`config.mk`:
```
export PLATFORM = sky130hd
export DESIGN_NAME = instr_fetch_flat
export DESIGN_NICKNAME = d
export VERILOG_FILES = /design/src/rtl/instr_fetch_pkg.sv /design/src/rtl/instr_fetch_if.sv /design/src/rtl/instr_fetch_fifo.sv /design/src/rtl/instr_fetch.sv /design/src/flat_wrapper.sv
export SDC_FILE = /design/constraint.sdc
export NUM_CORES = 1
export LEC_CHECK = 0
export CORE_MARGIN = 1.5
export CORE_UTILIZATION = 35
export DETAILED_ROUTE_END_ITERATION = 12
export MAX_ROUTING_LAYER = met4
export PLACE_DENSITY_LB_ADDON = 0.12
export SLEW_MARGIN = 20
export SYNTH_ARGS = -nofsm -noshare
export SYNTH_HDL_FRONTEND = slang
export SYNTH_SLANG_ARGS = --single-unit
```
`constraint.sdc`:
```
create_clock -name clk -period 1.95 [get_ports clk]
set_clock_uncertainty 0.1 [all_clocks]
set_input_delay 0.2925 -clock clk [delete_from_list [all_inputs] [get_ports clk]]
set_output_delay 0.2925 -clock clk [all_outputs]
set_load 0.01 [all_outputs]
```
`src/rtl/instr_fetch_pkg.sv`:
```
// Shared fetch-stage constants: instruction word layout, PC increment and FSM encodings.
package cpu_defs;
    localparam int INSTR_W = 32;
    localparam int OP_MSB  = 31;
    localparam int OP_LSB  = 27;
    localparam int OP_W    = OP_MSB - OP_LSB + 1;
    localparam int PC_INC  = 4;

    typedef enum logic [1:0] {
        ST_IDLE  = 2'd0,
        ST_REQ   = 2'd1,
        ST_FLUSH = 2'd2
    } fetch_state_t;
endpackage

```
`src/rtl/instr_fetch_if.sv`:
```
// Fetch-stage bus bundle: imem req/ack, decode valid/ready and the execute redirect.
interface instr_fetch_if #(parameter int AW = 32);
    import cpu_defs::*;

    logic               imem_req;
    logic [AW-1:0]      imem_addr;
    logic               imem_ack;
    logic [INSTR_W-1:0] imem_rdata;
    logic               id_valid;
    logic               id_ready;
    logic [INSTR_W-1:0] id_instr;
    logic [AW-1:0]      id_pc;
    logic [OP_W-1:0]    id_op;
    logic               redirect_valid;
    logic [AW-1:0]      redirect_pc;

    modport master (
        output imem_req, imem_addr, id_valid, id_instr, id_pc, id_op,
        input  imem_ack, imem_rdata, id_ready, redirect_valid, redirect_pc
    );

    modport slave (
        input  imem_req, imem_addr, id_valid, id_instr, id_pc, id_op,
        output imem_ack, imem_rdata, id_ready, redirect_valid, redirect_pc
    );
endinterface

```
`src/rtl/instr_fetch_fifo.sv`:
```
// Sync FIFO for fetched words; a push is visible at the head one cycle later (no bypass).
// Flush wins over push/pop; caller guarantees no push when full and no pop when empty.
module fetch_fifo #(
    parameter int DEPTH = 2,
    parameter int WIDTH = 64
) (
    input  logic                     clk,
    input  logic                     rst_n,
    input  logic                     i_push,
    input  logic [WIDTH-1:0]         i_push_dat,
    input  logic                     i_pop,
    input  logic                     i_flush,
    output logic [$clog2(DEPTH):0]   o_count,
    output logic [WIDTH-1:0]         o_head
);
    localparam int PW = $clog2(DEPTH);
    localparam int CW = PW + 1;

    logic [WIDTH-1:0] r_mem [DEPTH];
    logic [PW-1:0]    r_wr_ptr;
    logic [PW-1:0]    r_rd_ptr;
    logic [CW-1:0]    r_count;

    always_ff @(posedge clk or negedge rst_n) begin
        if (!rst_n) begin
            for (int i = 0; i < DEPTH; i++) r_mem[i] <= '0;
            r_wr_ptr <= '0;
            r_rd_ptr <= '0;
            r_count  <= '0;
        end else if (i_flush) begin
            r_wr_ptr <= '0;
            r_rd_ptr <= '0;
            r_count  <= '0;
        end else begin
            if (i_push) begin
                r_mem[r_wr_ptr] <= i_push_dat;
                r_wr_ptr        <= r_wr_ptr + 1'b1;
            end
            if (i_pop) r_rd_ptr <= r_rd_ptr + 1'b1;
            r_count <= r_count + CW'(i_push) - CW'(i_pop);
        end
    end

    assign o_count = r_count;
    assign o_head  = r_mem[r_rd_ptr];
endmodule

```
`src/rtl/instr_fetch.sv`:
```
// Fetch stage: PC, single-outstanding imem fetch FSM, credit-gated FIFO toward decode.
// Ack in cycle N shows on id_* in N+1; no request is issued unless a FIFO slot is reserved.
module instr_fetch
    import cpu_defs::*;
#(
    parameter int            AW         = 32,
    parameter logic [AW-1:0] RESET_PC   = '0,
    parameter int            FIFO_DEPTH = 2
) (
    input  logic          clk,
    input  logic          rst_n,
    instr_fetch_if.master bus
);
    localparam int CW = $clog2(FIFO_DEPTH) + 1;
    localparam int DW = INSTR_W + AW;

    fetch_state_t  r_state;
    fetch_state_t  w_next_state;
    logic [AW-1:0] r_pc;
    logic [AW-1:0] r_addr;
    logic [AW-1:0] w_next_pc;
    logic [AW-1:0] w_redir_pc;
    logic [CW-1:0] w_count;
    logic [CW-1:0] w_cnt_next;
    logic [DW-1:0] w_head;
    logic          w_inflight;
    logic          w_credit_ok;
    logic          w_id_valid;
    logic          w_push;
    logic          w_pop;

    assign w_inflight  = (r_state != ST_IDLE);
    assign w_credit_ok = (w_count + CW'(w_inflight)) < CW'(FIFO_DEPTH);
    assign w_id_valid  = (w_count != '0);
    assign w_redir_pc  = bus.redirect_pc & ~AW'(3);

    // Redirect squashes both the acked word and the decode pop in its cycle.
    assign w_push     = (r_state == ST_REQ) && bus.imem_ack && !bus.redirect_valid;
    assign w_pop      = w_id_valid && bus.id_ready && !bus.redirect_valid;
    assign w_cnt_next = w_count + CW'(w_push) - CW'(w_pop);

    always_comb begin
        w_next_state = r_state;
        w_next_pc    = r_pc;
        case (r_state)
            ST_IDLE: begin
                if (w_credit_ok) w_next_state = ST_REQ;
            end
            ST_REQ: begin
                if (bus.imem_ack) begin
                    w_next_pc    = r_pc + AW'(PC_INC);
                    w_next_state = (w_cnt_next < CW'(FIFO_DEPTH)) ? ST_REQ : ST_IDLE;
                end
            end
            ST_FLUSH: begin
                if (bus.imem_ack) w_next_state = ST_REQ;
            end
            default: w_next_state = ST_IDLE;
        endcase
        if (bus.redirect_valid) begin
            w_next_pc    = w_redir_pc;
            w_next_state = (w_inflight && !bus.imem_ack) ? ST_FLUSH : ST_REQ;
        end
    end

    // The address only moves once the bus is free, so a stale request is held through FLUSH.
    always_ff @(posedge clk or negedge rst_n) begin
        if (!rst_n) begin
            r_state <= ST_IDLE;
            r_pc    <= RESET_PC;
            r_addr  <= RESET_PC;
        end else begin
            r_state <= w_next_state;
            r_pc    <= w_next_pc;
            r_addr  <= (w_next_state == ST_FLUSH) ? r_addr : w_next_pc;
        end
    end

    fetch_fifo #(
        .DEPTH (FIFO_DEPTH),
        .WIDTH (DW)
    ) u_fifo (
        .clk        (clk),
        .rst_n      (rst_n),
        .i_push     (w_push),
        .i_push_dat ({bus.imem_rdata, r_pc}),
        .i_pop      (w_pop),
        .i_flush    (bus.redirect_valid),
        .o_count    (w_count),
        .o_head     (w_head)
    );

    assign bus.imem_req  = w_inflight;
    assign bus.imem_addr = r_addr;
    assign bus.id_valid  = w_id_valid;
    assign bus.id_instr  = w_head[AW +: INSTR_W];
    assign bus.id_pc     = w_head[AW-1:0];
    assign bus.id_op     = bus.id_instr[OP_MSB:OP_LSB];
endmodule

```
`src/flat_wrapper.sv`:
```
// flat-port wrapper written by rule: the top's interface ports become plain ports
module instr_fetch_flat import cpu_defs::*;
#(
    parameter int            AW         = 32,
    parameter logic [AW-1:0] RESET_PC   = '0,
    parameter int            FIFO_DEPTH = 2
)
  (clk, rst_n, bus_imem_req, bus_imem_addr, bus_id_valid, bus_id_instr, bus_id_pc, bus_id_op, bus_imem_ack, bus_imem_rdata, bus_id_ready, bus_redirect_valid, bus_redirect_pc);
  instr_fetch_if #(.AW(AW)) bus_i ();
  input  logic clk;
  input  logic rst_n;
  output wire logic [$bits(bus_i.imem_req)-1:0] bus_imem_req;
  output wire logic [$bits(bus_i.imem_addr)-1:0] bus_imem_addr;
  output wire logic [$bits(bus_i.id_valid)-1:0] bus_id_valid;
  output wire logic [$bits(bus_i.id_instr)-1:0] bus_id_instr;
  output wire logic [$bits(bus_i.id_pc)-1:0] bus_id_pc;
  output wire logic [$bits(bus_i.id_op)-1:0] bus_id_op;
  input wire logic [$bits(bus_i.imem_ack)-1:0] bus_imem_ack;
  input wire logic [$bits(bus_i.imem_rdata)-1:0] bus_imem_rdata;
  input wire logic [$bits(bus_i.id_ready)-1:0] bus_id_ready;
  input wire logic [$bits(bus_i.redirect_valid)-1:0] bus_redirect_valid;
  input wire logic [$bits(bus_i.redirect_pc)-1:0] bus_redirect_pc;
  assign bus_imem_req = bus_i.imem_req;
  assign bus_imem_addr = bus_i.imem_addr;
  assign bus_id_valid = bus_i.id_valid;
  assign bus_id_instr = bus_i.id_instr;
  assign bus_id_pc = bus_i.id_pc;
  assign bus_id_op = bus_i.id_op;
  assign bus_i.imem_ack = bus_imem_ack;
  assign bus_i.imem_rdata = bus_imem_rdata;
  assign bus_i.id_ready = bus_id_ready;
  assign bus_i.redirect_valid = bus_redirect_valid;
  assign bus_i.redirect_pc = bus_redirect_pc;
  instr_fetch #(.AW(AW), .RESET_PC(RESET_PC), .FIFO_DEPTH(FIFO_DEPTH)) u_core (.clk(clk), .rst_n(rst_n), .bus(bus_i));
endmodule
```
==> load_flow_metrics.sql <==
INSERT INTO impl_metrics (metric_group, metric, value, unit) VALUES
('global_route', 'grt_pass1_wl', '37700', 'µm'),
('floorplan', 'io_pins', '172', ''),
('synth', 'synth_area_in_adders', '0.414', '%'),
('critical_path', 'rrSetupSlack', '-0.16', 'ns'),
('critical_path', 'crit_path_start_kind', 'flip-flop', ''),
('global_route', 'gr-total-overflow', '0', ''),
('final_layout', 'area_delta_synth_final', '48.1', '%'),
('synth', 'synth_xor_xnor_area_share', '2.90', '%'),
('placement', 'placement.cell_area', '0.0117', 'mm²'),
('placement', 'dp_worst_setup_slack', '-0.454', 'ns'),
('timing', 'setup_violations', '95', ''),
('final_layout', 'final_util', '53.0', '%'),
('floorplan', 'core_area', '0.0253', 'mm²'),
('power_and_ir_drop', 'power_density', '1220', 'mW/mm²'),
('timing', 'max_slew.worst_pin.slew', '0.517', 'ns'),
('status', 'run_status', 'finished with violations', ''),
('final_layout', 'layout-drive-gt1-share', '48.7', '%'),
('run', 'max_cap_violations', '0', ''),
('power_and_ir_drop', 'p_comb_share', '40.7', '%'),
('synth', 'edff_count_synth', '0', ''),
('synth', 'postSynthNetCount', '777', ''),
('power_and_ir_drop', 'cellLeakagePower', '6.05', 'nW'),
('synth', 'synth.top_cell.area_share', '54.6', '%'),
('timing', 'setup_repair_after_global_routing_missed_its_margin', 'yes', ''),
('clock_tree', 'cts_tree', 'yes', ''),
('critical_path', 'worstSetupEndpointType', 'flip-flop', ''),
('synth', 'synth.yosys.seq_area_share', '54.6', '%'),
('synth', 'synth_top_flop_cell', 'dfrtp_1', ''),
('synth', 'synth_compound_gate_area_share', '2.92', '%'),
('status', 'failed_checks', 'setup timing', ''),
('route', 'wl_met1', '11400', 'µm'),
('floorplan', 'fp-row-count', '58', ''),
('placement', 'hpwl_after_detailed_placement', '16000', 'µm'),
('global_route', 'gr-usage-all-layers', '18.8', '%'),
('timing', 'report.final.hold_viol_count', '0', ''),
('synth', 'syn_area_per_cell', '12.9', 'µm²'),
('power_and_ir_drop', 'worst_ir_drop_vdd', '580', 'µV'),
('clock_tree', 'cts_htree_levels', '4', ''),
('critical_path', 'critPathRequiredTime', '2.17', 'ns'),
('floorplan', 'floorplan.die.width', '164', 'µm'),
('final_layout', 'finalInstanceArea', '0.0134', 'mm²'),
('synth', 'synth_top_cells_by_area', 'dfrtp_1 55%, mux2_2 24%, nand2_1 2.3%, xnor2_1 2.3%, mux2i_1 2.0%', ''),
('clock_tree', 'insertion_delay', '0.43', 'ns'),
('clock_tree', 'path_clk_slew', '0.07', 'ns'),
('final_layout', 'final_nets', '1024', ''),
('route', 'routed-via-count', '6450', ''),
('synth', 'ys_async_sr_fraction', '100', '%'),
('timing', 'final_period_minus_worst_setup_slack', '2.11', 'ns'),
('critical_path', 'cp_max_fo', '2', ''),
('timing', 'clock.fmax', '473', 'MHz'),
('timing', 'sum_neg_setup_slack', '-5.22', 'ns'),
('floorplan', 'floorplan.die_area', '0.0269', 'mm²'),
('route', 'highest-signal-layer', 'met4', ''),
('timing', 'final.period_utilization', '108', '%'),
('synth', 'yosysUniqueCellTypes', '42', ''),
('synth', 'main_combinational_cell_family_by_area_after_synthesis', 'multiplexers', ''),
('clock_tree', 'clock-sinks', '198', ''),
('final_layout', 'layout.cells.non_filler', '1294', ''),
('timing', 'layout_setup_ws', '-0.165', 'ns'),
('global_route', 'grt_max_degree', '58', ''),
('synth', 'synthSimpleGateAreaFrac', '8.53', '%'),
('floorplan', 'dieHeight', '164', 'µm'),
('synth', 'synth.yosys.warnings', '0', ''),
('global_route', 'number_of_antenna_violations_at_the_first_check_in_global_routing', '0', ''),
('route', 'drt_pass1_iterations', '7', ''),
('synth', 'yosysMostFrequentCell', 'dfrtp_1', ''),
('clock_tree', 'cts_max_path_buffers', '2', ''),
('route', 'drc', '0', ''),
('floorplan', 'initial_core_utilization', '35.8', '%'),
('clock_tree', 'clock_tree.root_cell', 'clkbuf_16', ''),
('power_and_ir_drop', 'p_seq_share', '38.2', '%');
-- path summary, 6_finish.rpt --
kind | from | endpoint | depth (start not counted)
max | u_core.u_fifo.o_count[1]$_DFF_PN0_ | u_core.r_state[0]$_DFF_PN0_ | 11
min | bus_redirect_valid | u_core.u_fifo.r_rd_ptr$_DFFE_PN0P_ | 3
max reg2reg | u_core.u_fifo.o_count[1]$_DFF_PN0_ | u_core.r_state[0]$_DFF_PN0_ | 11
min reg2reg | u_core.bus.imem_addr[14]$_DFFE_PN0P_ | u_core.bus.imem_addr[14]$_DFFE_PN0P_ | 2
max in group asynchronous | rst_n | u_core.bus.imem_addr[30]$_DFFE_PN0P_ | 3
min in group asynchronous | rst_n | u_core.u_fifo.r_mem[1]$_DFFE_PN0P_ | 2
-- power groups by stage --
stage / logic, mW / clock network [mW] / registers [mW]
after floorplan: 2.97 / 0 / 6.12
after global placement: 5.58 / 0 / 6.18
after detailed placement: 5.68 / 0 / 6.29
after CTS: 6.26 / 3.54 / 6.22
after global routing: 7.14 / 3.76 / 6.46
final: 6.70 / 3.45 / 6.28
-- layer usage --
metal,vias to the layer above,global-route usage [%]
met5,-,-
met4,0,4.50
met3,16,2.63
met2,148,29.6
met1,3314,25.7
li1,2972,-
-- stage by stage --
stage               hold WS (ns)  power [mW]
detailed placement         0.215        12.0
CTS                        0.167        16.0
floorplan                 -0.103        9.09
finish                     0.199        16.4
global placement           0.211        11.8
global route               0.194        17.4
-- critical path: stages, from the launching register on --
cell	delay [ns]
dfrtp_1	0.38
or2_4	0.26
nand2_4	0.06
nor2_2	0.04
ha_1	0.26
inv_1	0.04
ha_2	0.17
xor2_1	0.16
xnor2_1	0.13
nor2_1	0.14
mux2i_1	0.10
o21a_1	0.17
-- flip-flops by register name, indices dropped and copies added (netlist names) --
name / cells
u_core.u_fifo.r_rd_ptr: 1
u_core.u_fifo.o_count: 2
u_core.u_fifo.r_mem: 128
u_core.r_pc: 32
u_core.u_fifo.r_wr_ptr: 1
u_core.bus.imem_addr: 32
u_core.r_state: 2
-- final cells by class --
cell class                      count  area, µm²
Clock buffer                       17        425
Sequential cell                   198       4960
Timing Repair Buffer              278       2970
Multi-Input combinational cell    434       4430
Inverter                           23       86.3
Tap cell                          330        413
Clock inverter                     14        149
Fill cell                        2128      11900
-- timing repair --
action,in CTS,in global routing
pin swaps,9,29
gates cloned,4,2
endpoints found under the setup margin,96,111
hold buffers,1,0
resized for setup,381,126
endpoints found under the hold margin,52,0
buffers inserted,16,17
-- placed cells by master (no fill, tap or decap), types with 3 or more instances in the layout --
cell type | Yosys | layout
nand2_1 | 56 | 53
and3_1 | 5 | 4
buf_6 | 1 | 88
mux2_1 | 9 | 9
mux2_2 | 194 | 138
o221ai_2 | 1 | 3
buf_12 | 0 | 17
nor3_4 | 0 | 4
xor2_1 | 6 | 6
o31ai_1 | 4 | 3
mux2_4 | 0 | 56
clkinvlp_4 | 0 | 3
inv_1 | 23 | 23
nand3_4 | 0 | 4
nor2_4 | 0 | 3
dfrtp_1 | 198 | 193
nor2b_1 | 9 | 9
nand4_1 | 8 | 8
or4_4 | 1 | 4
nor3b_1 | 3 | 3
clkinv_4 | 0 | 4
or2_4 | 0 | 3
xnor2_1 | 24 | 15
o21ai_0 | 6 | 5
dfrtp_2 | 0 | 5
mux2i_1 | 18 | 16
nor3_2 | 1 | 3
clkdlybuf4s50_1 | 0 | 95
nand3_1 | 12 | 7
nor4_4 | 0 | 9
o21ai_1 | 6 | 6
clkbuf_16 | 0 | 19
nor2_1 | 18 | 14
and4_1 | 4 | 3
xnor2_2 | 0 | 9
buf_4 | 5 | 67
o221ai_1 | 14 | 12
-- cell families (layout without fill, tap and decap cells) --
kind of cell / count (synthesis) / after routing
muxes: 221 / 221
adders and majority gates: 3 / 3
AOI/OAI and AO/OA: 36 / 36
and+or+nand+nor: 143 / 144
DFF: 198 / 198
buffers and inverters: 74 / 332
xor gates and xnor gates: 30 / 30
Note: power is estimated with default switching activity, not from simulation.
